==> config.mk <==
export PLATFORM = sky130hd
export DESIGN_NAME = uart_tx
export DESIGN_NICKNAME = d
export VERILOG_FILES = /design/src/rtl/uart_tx.sv
export SDC_FILE = /design/constraint.sdc
export NUM_CORES = 1
export LEC_CHECK = 0
export CAP_MARGIN = 10
export CORE_ASPECT_RATIO = 0.6
export CORE_MARGIN = 3
export CORE_UTILIZATION = 60
export DETAILED_ROUTE_END_ITERATION = 12
export PLACE_DENSITY = 0.9
export SLEW_MARGIN = 20
export SYNTH_ARGS = -nofsm -noshare
export SYNTH_HDL_FRONTEND = slang
export SYNTH_SLANG_ARGS = --single-unit
==> constraint.sdc <==
create_clock -name i_clk -period 4.1 [get_ports i_clk]
set_clock_uncertainty 0.1 [all_clocks]
set_input_delay 1.025 -clock i_clk [delete_from_list [all_inputs] [get_ports i_clk]]
set_output_delay 1.025 -clock i_clk [all_outputs]
set_load 0.02 [all_outputs]
==> src/rtl/uart_tx.sv <==
// UART transmit serializer: start bit, LSB-first data, optional parity, 1-2 stop bits.
// Bit timing follows i_baud_tick; a one-byte hold register allows gap-free back-to-back frames.
module uart_tx #(
  parameter int DATA_BITS  = 8,
  parameter int PARITY_EN  = 0,
  parameter int PARITY_ODD = 0,
  parameter int STOP_BITS  = 1
) (
  input  logic                 i_clk,
  input  logic                 i_rst,
  input  logic                 i_baud_tick,
  input  logic [DATA_BITS-1:0] i_tx_data,
  input  logic                 i_tx_valid,
  output logic                 o_tx_ready,
  output logic                 o_tx,
  output logic                 o_tx_busy,
  output logic                 o_tx_done,
  output logic [2:0]           o_state
);

  // Handshake: a byte transfers on any i_clk edge where i_tx_valid && o_tx_ready;
  // i_tx_data is sampled only on that edge, o_tx_ready never depends on i_tx_valid.

  typedef enum logic [2:0] {
    S_IDLE   = 3'd0,
    S_ALIGN  = 3'd1,
    S_START  = 3'd2,
    S_DATA   = 3'd3,
    S_PARITY = 3'd4,
    S_STOP   = 3'd5
  } state_t;

  localparam logic [3:0] LAST_DATA = 4'(DATA_BITS - 1);
  localparam logic [3:0] LAST_STOP = 4'(STOP_BITS - 1);
  localparam logic       PAR_INV   = (PARITY_ODD != 0);
  localparam logic       PAR_USE   = (PARITY_EN != 0);

  state_t                r_state;
  logic                  r_init;
  logic [DATA_BITS-1:0]  r_shift;
  logic [DATA_BITS-1:0]  r_hold;
  logic                  r_hold_full;
  logic                  r_parity;
  logic                  r_tx;
  logic                  r_done;
  logic [3:0]            r_cnt;

  logic                  w_last_stop;
  logic                  w_xfer;

  assign w_last_stop = (r_state == S_STOP) && (r_cnt == LAST_STOP);
  // r_init keeps ready low until the first edge after reset is released.
  assign o_tx_ready  = r_init && ((r_state == S_IDLE) || (w_last_stop && !r_hold_full));
  assign w_xfer      = i_tx_valid && o_tx_ready;

  assign o_tx      = r_tx;
  assign o_tx_done = r_done;
  assign o_tx_busy = (r_state != S_IDLE);
  assign o_state   = r_state;

  always_ff @(posedge i_clk or posedge i_rst) begin
    if (i_rst) begin
      r_state     <= S_IDLE;
      r_init      <= 1'b0;
      r_shift     <= '0;
      r_hold      <= '0;
      r_hold_full <= 1'b0;
      r_parity    <= 1'b0;
      r_tx        <= 1'b1;
      r_done      <= 1'b0;
      r_cnt       <= '0;
    end else begin
      r_init <= 1'b1;
      r_done <= 1'b0;
      case (r_state)
        S_IDLE: begin
          r_tx <= 1'b1;
          // A tick coinciding with the transfer is deliberately not used.
          if (w_xfer) begin
            r_shift  <= i_tx_data;
            r_parity <= (^i_tx_data) ^ PAR_INV;
            r_state  <= S_ALIGN;
          end
        end
        S_ALIGN: begin
          if (i_baud_tick) begin
            r_tx    <= 1'b0;
            r_state <= S_START;
          end
        end
        S_START: begin
          if (i_baud_tick) begin
            r_tx    <= r_shift[0];
            r_cnt   <= '0;
            r_state <= S_DATA;
          end
        end
        S_DATA: begin
          if (i_baud_tick) begin
            if (r_cnt == LAST_DATA) begin
              r_cnt   <= '0;
              r_tx    <= PAR_USE ? r_parity : 1'b1;
              r_state <= PAR_USE ? S_PARITY : S_STOP;
            end else begin
              r_cnt   <= r_cnt + 4'd1;
              r_tx    <= r_shift[1];
              r_shift <= r_shift >> 1;
            end
          end
        end
        S_PARITY: begin
          if (i_baud_tick) begin
            r_tx    <= 1'b1;
            r_cnt   <= '0;
            r_state <= S_STOP;
          end
        end
        S_STOP: begin
          if (i_baud_tick) begin
            if (r_cnt == LAST_STOP) begin
              r_done <= 1'b1;
              r_cnt  <= '0;
              if (r_hold_full) begin
                r_shift     <= r_hold;
                r_parity    <= (^r_hold) ^ PAR_INV;
                r_hold      <= '0;
                r_hold_full <= 1'b0;
                r_tx        <= 1'b0;
                r_state     <= S_START;
              end else if (w_xfer) begin
                // Byte arriving on the closing tick itself chains straight into a start bit.
                r_shift  <= i_tx_data;
                r_parity <= (^i_tx_data) ^ PAR_INV;
                r_tx     <= 1'b0;
                r_state  <= S_START;
              end else begin
                r_tx    <= 1'b1;
                r_state <= S_IDLE;
              end
            end else begin
              r_cnt <= r_cnt + 4'd1;
            end
          end else if (w_xfer) begin
            r_hold      <= i_tx_data;
            r_hold_full <= 1'b1;
          end
        end
        default: begin
          r_tx    <= 1'b1;
          r_state <= S_IDLE;
        end
      endcase
    end
  end

endmodule

==> summary.md <==
| Metric | Value |
|---|---|
| Status | complete, no violations |
| Synth unique cells | 51 |
| RSZ-0062 raised after global routing | false |
| Pwr dens | 329 nW/µm² |
| ANT cells | 0 |
| Initial antenna violation count | 0 |
| Share of the yosys chip area belonging to registers | 39.1% |
| Yosys reg bits | 27 |
| Maxcap violations | 0 |
| Critical path endpoint category | output pin |
| Vias per inst | 6.89 |
| Area leader, netlist | dfrtp_1 |
| Initial core utilization | 65.9% |
| Worst path slowest cell | clkdlybuf4s50_1 |
| Routed met2 length | 1.87 mm |
| Avg WL per Cell | 19.4 µm |
| Crit Path Max Fanout | 10 |
| F_max | 263 MHz |
| Cells on worst reg2reg path | 5 |
| Post-Synthesis Cell Area | 1730 µm² |
| Layout cells sized above 1 | 9.27% |
| Final ANT Viol Nets | 0 |
| IO Count | 19 |
| Root cell of the clock tree | clkbuf_8 |
| DIE AREA | 3590 µm² |
| IO buf count | 18 |
| Critical Path Start Type | register |
| Avg Inst Size Synth | 9.01 µm² |
| Vias | 1633 |
| Reg2reg setup slack | 1.59 ns |
| VDD IR max | 0.198 mV |
| Crit path kind | reg2out |
| Worst Path Arrival | 2.68 ns |
| Post-synth net total | 206 |
| Routability cong. | 0.907 |
| Final setup fails | 0 |
| Final Hold Fails | 0 |
| TNS Setup | 0 ns |
| Htree depth | 1 |
| Slowest cell delay on critical path | 0.64 ns |
| CP endpoint | o_tx_ready |
| Relative slew slack | 37.5% |
| Vias in the first global route | 1450 |
| Clk pwr share | 23.6% |
| Final Core Density | 74.1% |
| Die Ht | 47.6 µm |
| WL final | 4.59 mm |
| Worst path required time | 2.97 ns |
| Worst-case clock buffer depth | 2 |
| P_int | 424 µW |
| Worst R2R End | r_shift[6]$_DFFE_PP0P_ |
| Skew-Pair Late Insertion Delay | 0.28 ns |
| CTS tree | built |
| Dpl hpwl | 3.43 mm |
| Synth Instances | 192 |
| Clock Pin Slew Worst Setup and Hold Paths | 0.10 ns |
| Seq pwr share | 50.3% |
| Die X | 75.3 µm |
| Row cnt | 14 |
| Hold Crit Class | reg2reg |
| Number of DRC markers in iteration 0 | 205 |
| Fin crit period | 3.80 ns |
| Global-route wire length before repair | 7.35 mm |
| WL met1 | 2.04 mm |
| Ys Warns | 0 |
| Combinational group share of total power | 26.1% |
| Total length of routed met3 wires | 601 µm |
| Fin nets | 220 |
| Pre-antenna DRT Iters | 5 |
| Least-Margin Pin Slew | 0.931 ns |
| Crit path from | r_cnt[0]$_DFFE_PP0P_ |
| Area contributors post-synth | dfrtp_1, a22o_1, o21ai_0, a221oi_1, nand2_1 |
| P_leak | 0.833 nW |
| Crit path cell chain | inv_1, ha_1, or3b_1, o31a_1, nor3b_1, clkdlybuf4s50_1 |
| Hold path startpoint | r_hold[1]$_DFFE_PP0P_ |
| Final worst-path cycle share | 92.7% |
| Pin count of the biggest net entering global routing | 28 |
| Hold buffer count at CTS | 0 |
| Clock sinks | 27 |
| Core area | 2630 µm² |
| GRT Total Usage | 27.7% |
| DRC viols | 0 |
| # Post-CTS Setup Buffers | 0 |
| Fin. max-slew vios | 0 |
| PostCTS Resize Cnt | 0 |
| Highest Signal Layer | met4 |
| Layout Area Growth over Synthesis | 12.6% |
| Grt ovf | 0 |
| Switching Fraction | 33.7% |
| TritonCTS Buffers | 3 |
| Top cell type's share of synthesized area | 37.6% |
| P_sw | 216 µW |
| Worst R2R Start | o_state[1]$_DFFE_PP0P_ |
## kinds of logic after synthesis
logic type,Yosys count,share of synthesized area (%)
AO/OA/AOI/OAI,74,32.5
XOR/XNOR,1,0.506
adder cells (fa/ha/maj),2,1.45
flip-flops,27,39.1
other,1,0.217
multiplexers,1,0.651
buffers and inverters,24,6.51
AND/OR/NAND/NOR,62,19.1
## worst max-delay path: cells and delay by family, from the launching register on
family	cells	cell delay, ns
adders and majority gates	1	0.16
AOI/OAI and AO/OA	1	0.38
and+or+nand+nor	2	0.72
buffers and inverters	2	0.72
DFF	1	0.44
## state kept, by name, indices dropped and copies added (netlist names)
signal / flops
r_cnt: 4
o_state: 3
r_hold: 8
r_init: 1
o_tx: 1
o_tx_done: 1
r_hold_full: 1
r_shift: 8
## final cells by class
class                           instances  area [µm²]
Clock buffer                            3        41.3
Clock inverter                          1        5.00
Tap cell                               32        40.0
Fill cell                             193         679
Multi-Input combinational cell        141         941
Sequential cell                        27         677
Timing Repair Buffer                   20         195
Inverter                               13        48.8
## cells in the final DEF (no fill, tap or decap), types with 2 or more instances in the layout
master | netlist | final
nand3_1 | 3 | 3
dfrtp_1 | 26 | 26
nor2_1 | 12 | 12
ha_1 | 2 | 2
nand2_1 | 18 | 18
o21ai_0 | 15 | 15
and3b_1 | 2 | 2
nor3_1 | 8 | 8
buf_4 | 0 | 2
clkbuf_8 | 0 | 3
nor3b_1 | 3 | 3
a22oi_1 | 7 | 7
a22o_1 | 11 | 11
a21oi_1 | 11 | 11
o21ai_1 | 2 | 2
a32o_1 | 5 | 5
a21o_1 | 2 | 2
or3_1 | 2 | 2
inv_1 | 12 | 11
nand2b_1 | 2 | 2
a221oi_1 | 8 | 8
clkdlybuf4s50_1 | 0 | 18
o21bai_1 | 2 | 2
## power by group through the flow
| stage | sequential (mW) | clock, mW | combinational (mW) |
|---|---|---|---|
| 2_1_floorplan | 0.317 | 0 | 0.119 |
| 3_3_place_gp | 0.321 | 0 | 0.153 |
| 3_5_place_dp | 0.325 | 0 | 0.162 |
| 4_1_cts | 0.320 | 0.152 | 0.163 |
| 5_1_grt | 0.327 | 0.163 | 0.185 |
| 6_report | 0.322 | 0.151 | 0.167 |
## metrics by stage
step	setup slack [ns]	area (µm²)	power (mW)	instances	hold WS (ns)
5_1_grt	0.203	1950	0.675	237	0.441
2_1_floorplan	1.05	1730	0.437	192	0.373
3_5_place_dp	0.629	1900	0.487	233	0.396
4_1_cts	0.314	1950	0.635	237	0.423
3_3_place_gp	0.699	1900	0.474	233	0.391
6_report	0.299	1950	0.640	237	0.421
## worst min-delay path by stage
stage	depth (start not counted)	to	slack [ns]
2_1_floorplan	1	r_hold[0]$_DFFE_PP0P_	0.37
3_3_place_gp	1	r_hold[4]$_DFFE_PP0P_	0.39
3_5_place_dp	1	r_hold[4]$_DFFE_PP0P_	0.40
4_1_cts	1	r_hold[4]$_DFFE_PP0P_	0.42
5_1_grt	1	r_hold[1]$_DFFE_PP0P_	0.44
6_report	1	r_hold[1]$_DFFE_PP0P_	0.42
## cells in the mapped netlist (all sizes together)
library cell,n
dfrtp,26
or3b,1
a32o,5
nor3b,3
inv,13
nand3b,2
and2,1
a22o,11
o22ai,1
xor2,1
o21bai,2
nor4bb,1
o21a,1
nand2,18
or2,2
buf,8
a31oi,1
o41ai,2
nor3,8
a211oi,1
and3b,2
a221oi,8
ha,2
a21oi,11
or3,2
nand3,4
o2bb2ai,2
a22oi,7
nor2b,1
and3,1
o31a,1
nand2b,2
mux2,1
o21ai,18
or4b,1
dfstp,1
nor2,13
conb,1
clkbuf,3
a21o,2
o311a,1
## layer usage
metal | up-vias | GRT usage, %
li1 | 737 | -
met1 | 767 | 41.5
met2 | 117 | 37.4
met3 | 12 | 10.5
met4 | 0 | 6.27
met5 | - | 0
Note: power is estimated with default switching activity, not from simulation.
